## src/rtl/decode_stage.sv

```systemverilog
// Decode stage: instruction decode, condition check, register file and one-deep output register.
// Define DECODE_WB_BYPASS_EN to forward same-cycle write-back data onto the register reads.
module decode_stage #(
  parameter int WORD_SIZE    = 32,
  parameter int ADDRESS_SIZE = 4
) (
  input  logic                    CLK,
  input  logic                    RST,
  input  logic [31:0]             Instruction,
  input  logic                    in_valid,
  output logic                    in_ready,
  input  logic [WORD_SIZE-1:0]    Result_WB,
  input  logic                    writeBackEn,
  input  logic [ADDRESS_SIZE-1:0] Dest_wb,
  input  logic                    hazard,
  input  logic                    flush,
  input  logic [3:0]              SR,
  output logic [ADDRESS_SIZE-1:0] src1,
  output logic [ADDRESS_SIZE-1:0] src2,
  output logic                    Two_src,
  output logic                    WB_EN,
  output logic                    MEM_R_EN,
  output logic                    MEM_W_EN,
  output logic                    B,
  output logic                    S,
  output logic [3:0]              EXE_CMD,
  output logic [WORD_SIZE-1:0]    Val_Rn,
  output logic [WORD_SIZE-1:0]    Val_Rm,
  output logic                    imm,
  output logic [11:0]             Shift_operand,
  output logic [23:0]             Signed_imm_24,
  output logic [ADDRESS_SIZE-1:0] Dest,
  output logic                    out_valid,
  input  logic                    out_ready
);

  localparam int NumRegs = 2 ** ADDRESS_SIZE;

  logic [WORD_SIZE-1:0]    rf_q [NumRegs];
  logic [WORD_SIZE-1:0]    rn_rd, rm_rd;
  logic [1:0]              mode;
  logic [3:0]              opcode;
  logic                    dec_wb, dec_mr, dec_mw, dec_b, dec_s;
  logic [3:0]              dec_cmd;
  logic                    cond_pass;
  logic                    advance;
  logic [ADDRESS_SIZE-1:0] rd_field;

  assign mode     = Instruction[27:26];
  assign opcode   = Instruction[24:21];
  assign rd_field = ADDRESS_SIZE'(Instruction[15:12]);

  assign src1    = ADDRESS_SIZE'(Instruction[19:16]);
  assign src2    = dec_mw ? rd_field : ADDRESS_SIZE'(Instruction[3:0]);
  assign Two_src = ~Instruction[25] | dec_mw;

  assign advance  = ~out_valid | out_ready;
  assign in_ready = advance & (flush | ~hazard);

  always_comb begin
    dec_wb  = 1'b0;
    dec_mr  = 1'b0;
    dec_mw  = 1'b0;
    dec_b   = 1'b0;
    dec_s   = 1'b0;
    dec_cmd = 4'b0000;
    unique case (mode)
      2'b00: begin
        dec_wb = 1'b1;
        dec_s  = Instruction[20];
        case (opcode)
          4'b1101: dec_cmd = 4'b0001;  // MOV
          4'b1111: dec_cmd = 4'b1001;  // MVN
          4'b0100: dec_cmd = 4'b0010;  // ADD
          4'b0101: dec_cmd = 4'b0011;  // ADC
          4'b0010: dec_cmd = 4'b0100;  // SUB
          4'b0110: dec_cmd = 4'b0101;  // SBC
          4'b0000: dec_cmd = 4'b0110;  // AND
          4'b1100: dec_cmd = 4'b0111;  // ORR
          4'b0001: dec_cmd = 4'b1000;  // EOR
          4'b1010: begin               // CMP
            dec_cmd = 4'b0100;
            dec_wb  = 1'b0;
          end
          4'b1000: begin               // TST
            dec_cmd = 4'b0110;
            dec_wb  = 1'b0;
          end
          default: begin
            dec_wb = 1'b0;
            dec_s  = 1'b0;
          end
        endcase
      end
      2'b01: begin
        dec_cmd = 4'b0010;
        dec_mr  = Instruction[20];
        dec_wb  = Instruction[20];
        dec_mw  = ~Instruction[20];
      end
      2'b10:   dec_b = 1'b1;
      default: ;
    endcase
  end

  // SR is {N,Z,C,V}
  always_comb begin
    cond_pass = 1'b0;
    case (Instruction[31:28])
      4'h0: cond_pass = SR[2];
      4'h1: cond_pass = ~SR[2];
      4'h2: cond_pass = SR[1];
      4'h3: cond_pass = ~SR[1];
      4'h4: cond_pass = SR[3];
      4'h5: cond_pass = ~SR[3];
      4'h6: cond_pass = SR[0];
      4'h7: cond_pass = ~SR[0];
      4'h8: cond_pass = SR[1] & ~SR[2];
      4'h9: cond_pass = ~SR[1] | SR[2];
      4'hA: cond_pass = (SR[3] == SR[0]);
      4'hB: cond_pass = (SR[3] != SR[0]);
      4'hC: cond_pass = ~SR[2] & (SR[3] == SR[0]);
      4'hD: cond_pass = SR[2] | (SR[3] != SR[0]);
      4'hE: cond_pass = 1'b1;
      default: cond_pass = 1'b0;
    endcase
  end

`ifdef DECODE_WB_BYPASS_EN
  assign rn_rd = (writeBackEn && (Dest_wb == src1)) ? Result_WB : rf_q[src1];
  assign rm_rd = (writeBackEn && (Dest_wb == src2)) ? Result_WB : rf_q[src2];
`else
  assign rn_rd = rf_q[src1];
  assign rm_rd = rf_q[src2];
`endif

  always_ff @(posedge CLK or negedge RST) begin
    if (!RST) begin
      for (int i = 0; i < NumRegs; i++) begin
        rf_q[i] <= '0;
      end
    end else if (writeBackEn) begin
      rf_q[Dest_wb] <= Result_WB;
    end
  end

  always_ff @(posedge CLK or negedge RST) begin
    if (!RST) begin
      out_valid     <= 1'b0;
      WB_EN         <= 1'b0;
      MEM_R_EN      <= 1'b0;
      MEM_W_EN      <= 1'b0;
      B             <= 1'b0;
      S             <= 1'b0;
      EXE_CMD       <= 4'b0000;
      Val_Rn        <= '0;
      Val_Rm        <= '0;
      imm           <= 1'b0;
      Shift_operand <= '0;
      Signed_imm_24 <= '0;
      Dest          <= '0;
    end else if (advance) begin
      if (flush || hazard || !in_valid) begin
        // Bubble: datapath fields keep their last value, only controls are cleared.
        out_valid <= 1'b0;
        WB_EN     <= 1'b0;
        MEM_R_EN  <= 1'b0;
        MEM_W_EN  <= 1'b0;
        B         <= 1'b0;
        S         <= 1'b0;
        EXE_CMD   <= 4'b0000;
      end else begin
        out_valid     <= 1'b1;
        WB_EN         <= dec_wb & cond_pass;
        MEM_R_EN      <= dec_mr & cond_pass;
        MEM_W_EN      <= dec_mw & cond_pass;
        B             <= dec_b & cond_pass;
        S             <= dec_s & cond_pass;
        EXE_CMD       <= cond_pass ? dec_cmd : 4'b0000;
        Val_Rn        <= rn_rd;
        Val_Rm        <= rm_rd;
        imm           <= Instruction[25];
        Shift_operand <= Instruction[11:0];
        Signed_imm_24 <= Instruction[23:0];
        Dest          <= rd_field;
      end
    end
  end

endmodule

```

## config.mk

```make
export PLATFORM = sky130hd
export DESIGN_NAME = decode_stage
export DESIGN_NICKNAME = d
export VERILOG_FILES = /design/src/rtl/decode_stage.sv
export SDC_FILE = /design/constraint.sdc
export NUM_CORES = 1
export LEC_CHECK = 0
export BUFFER_PORTS_ARGS = -buffer_cell sky130_fd_sc_hd__buf_2
export CAP_MARGIN = 20
export CORE_MARGIN = 1.5
export CORE_UTILIZATION = 35
export DETAILED_ROUTE_END_ITERATION = 10
export GPL_ROUTABILITY_DRIVEN = 1
export PLACE_DENSITY_LB_ADDON = 0.3
export SLEW_MARGIN = 40
export SYNTH_ARGS = -nofsm -noshare
export SYNTH_HDL_FRONTEND = slang
export SYNTH_SLANG_ARGS = --single-unit
```

## constraint.sdc

```tcl
create_clock -name CLK -period 2.7 [get_ports CLK]
set_clock_uncertainty 0.1 [all_clocks]
set_input_delay 0.54 -clock CLK [delete_from_list [all_inputs] [get_ports CLK]]
set_output_delay 0.54 -clock CLK [all_outputs]
set_load 0.05 [all_outputs]
```

==> results.md <==
* Status: finished, final reports clean
* WL per Instance at 28.1 um
* Clk_lat worst skew at 630 ps
* Switching power at 0.0108 W
* Vias in the first global route at 25900
* WL met3 at 9810 um
* Critical path data required time at 2060 ps
* Sequential share of power at 0.414
* Vias at 24900
* Initial DRC count at 2310
* Root buffer cell: clkbuf_16
* Metal-1 WL at 47600 um
* IO buf count at 203
* Number of synthesized flops with an enable pin at 0
* Clock H-tree levels at 3
* CTS tree: yes
* Final period util at 0.989
* Switching fraction of total power at 0.330
* Longest Clk Path Bufs at 3
* Comb power frac at 0.269
* I/O Pins at 204
* Mapped Cells at 2617
* Hold_sp: in_valid
* Reg2Reg Depth at 7
* Sequential fraction of the synthesis area at 0.453
* DRC errors left at 0
* Detailed placement HPWL at 71100 um
* Total track usage at 0.231
* Slew headroom at 0.477
* Total die area at 0.0983 mm^2
* Max Cap Viol at 0
* Clock share of power at 0.317
* Arr. time, crit path at 2030 ps
* Cell internal pwr at 0.0218 W
* Final #Nets at 2832
* WL met2 at 53100 um
* Post-synth cell types at 48
* Core footprint at 0.0953 mm^2
* Fin cells at 4075
* Post-Syn Nets at 2696
* Smallest hold slack at 50.9 ps
* RSZ-0062 raised after global routing: no
* CP max FO at 26
* Antenna-violating nets left at 0
* Synth area leader: dfrtp_1
* Largest cells by area after synthesis: dfrtp_1, mux2_2, mux4_2
* Share of layout cells above drive strength 1 at 0.424
* Slew Viols, Final at 0
* Grt ovf at 0
* Highest metal used: met5
* Clock sink total at 611
* Leakage at 16.9 nW
* Total CTS buffers at 72
* Dominant synthesized flop cell: dfrtp_1
* Yosys warning count at 0
* Min-Delay Path Depth at 2
* Initial Util at 0.354
* Placed Cells at 3943
* Reg-to-Reg Start: out_valid
* Core Rows at 113
* Syn_area_per_cell at 12.9 um^2
* Wirelength, routed at 115000 um
* Worst Setup Path Type: input pin to primary output
* CTS resizes at 0
* Setup crit end kind: primary output
* Worst-margin pin slew at 785 ps
* Die H at 314 um
* Setup TNS Final at 0 ps
* Global-route wire length before repair at 171000 um
* Top-count cell post-synth: dfrtp_1
* Worst min path class: input pin to flip-flop
* Post-synth top area share at 0.453
* PwrDens at 820 mW/mm^2
* Tmin final at 2670 ps
* Final setup fails at 0
* Via density at 6.10
* Final hold vios at 0
* Startpoint type of the worst setup path: input pin
* Pin count of the biggest net entering global routing at 77
* Max VDD drop at 0.487 mV
* Clock-pin slew on the worst setup and hold paths at 50 ps
* Routability cong. at 0.847
* Initial antenna violation count at 11
* Die width at 314 um
* Drt first pass iters at 5
* Max Fclk at 0.375 GHz
* Async S/R FF share, synth at 1.00
* Area Overhead vs Synth at 17.7%
* Top post-synthesis cells by count: dfrtp_1, mux2_2, mux2i_1
* Finished Core Util at 0.417
* Cell Area, Synth at 0.0337 mm^2
* Worst Setup SP: Instruction[27]
* FF+latch count, synth at 611
==> worst paths after layout <==
path                               to  slack, ps
hold reg to reg            EXE_CMD[2]        380
max in group asynchronous   rf_q[469]       1180
min in group asynchronous  EXE_CMD[3]        410
hold / removal              out_valid         50
setup / recovery              Two_src         30
setup reg to reg           Val_Rm[14]        600
==> repair_timing <==
action | in CTS | in global routing
hold buffers | 1 | 0
hold endpoints to repair | 48 | 0
setup buffers | 0 | 0
==> state kept, by name, indices dropped and copies added, names as in the netlist, 4 cells and up <==
register       cells
rf_q             512
Val_Rm            32
Val_Rn            32
Signed_imm_24     13
Shift_operand     11
EXE_CMD            4
==> cell families (layout without fill, tap and decap cells) <==
family / Yosys count / in the layout / share of synthesized area
AND/OR/NAND/NOR: 218 / 218 / 0.0294
XOR/XNOR: 4 / 4 / 0.00104
buffers and inverters: 353 / 543 / 0.0439
multiplexers: 958 / 958 / 0.375
AO/OA/AOI/OAI: 473 / 473 / 0.0974
flip-flops: 611 / 611 / 0.453
other: 0 / 3 / 0
==> metrics by stage <==
stage          instance area, um^2  setup slack [ps]  power, W
5_1_grt                      39700              16.8    0.0340
3_3_place_gp                 37200              6.46    0.0220
6_report                     39700              30.6    0.0326
3_5_place_dp                 37200             -39.3    0.0223
4_1_cts                      39700              41.6    0.0327
2_1_floorplan                33700              60.6    0.0194
==> routing by layer <==
layer | global-route usage | vias up
li1 | - | 10200
met4 | 0.0915 | 16
met1 | 0.308 | 13100
met3 | 0.0553 | 275
met5 | 0 | -
met2 | 0.364 | 1250
==> worst max-delay path, cell delays in order <==
cell and delay [ps]:
buf_2 140, or3b_2 580, buf_4 360, nand2_1 130, buf_2 260
==> power groups by stage <==
stage          registers (W)  clock network, W  logic (W)
4_1_cts               0.0134            0.0105    0.00881
3_5_place_dp          0.0136                 0    0.00877
3_3_place_gp          0.0135                 0    0.00851
6_report              0.0135            0.0103    0.00877
2_1_floorplan         0.0142                 0    0.00519
5_1_grt               0.0137            0.0109    0.00935
==> layout by cell type (no fill, tap or decap), types with 5 or more instances in the layout <==
cell type | Yosys | layout
a2111oi_0 | 27 | 27
a211oi_1 | 28 | 28
a21oi_1 | 37 | 37
a221o_1 | 32 | 32
buf_12 | 0 | 65
buf_2 | 47 | 197
buf_4 | 26 | 76
bufinv_16 | 0 | 8
clkbuf_1 | 168 | 15
clkbuf_16 | 0 | 74
clkbuf_8 | 0 | 20
dfrtp_1 | 611 | 611
inv_1 | 70 | 68
mux2_1 | 23 | 23
mux2_2 | 509 | 509
mux2i_1 | 234 | 232
mux4_2 | 192 | 192
nand2_1 | 117 | 116
nand2b_1 | 8 | 5
nand3_1 | 7 | 6
nand3b_1 | 9 | 9
nor2_1 | 46 | 37
nor2_4 | 0 | 9
nor2b_1 | 8 | 7
o211ai_1 | 128 | 128
o21ai_0 | 74 | 74
o21ai_1 | 29 | 29
o22ai_1 | 63 | 63
o31a_1 | 30 | 30
o31ai_1 | 11 | 9
==> layout make-up <==
type | instances | area [um^2]
well taps | 1265 | 1580
clock buffers | 108 | 2170
fillers | 8761 | 55600
inverters | 71 | 269
multi-input cells | 1653 | 17100
diodes | 3 | 7.51
clock inverters | 20 | 333
repair buffers | 344 | 2930
flip-flops and latches | 611 | 15300
Note: power is estimated with default switching activity, not from simulation.
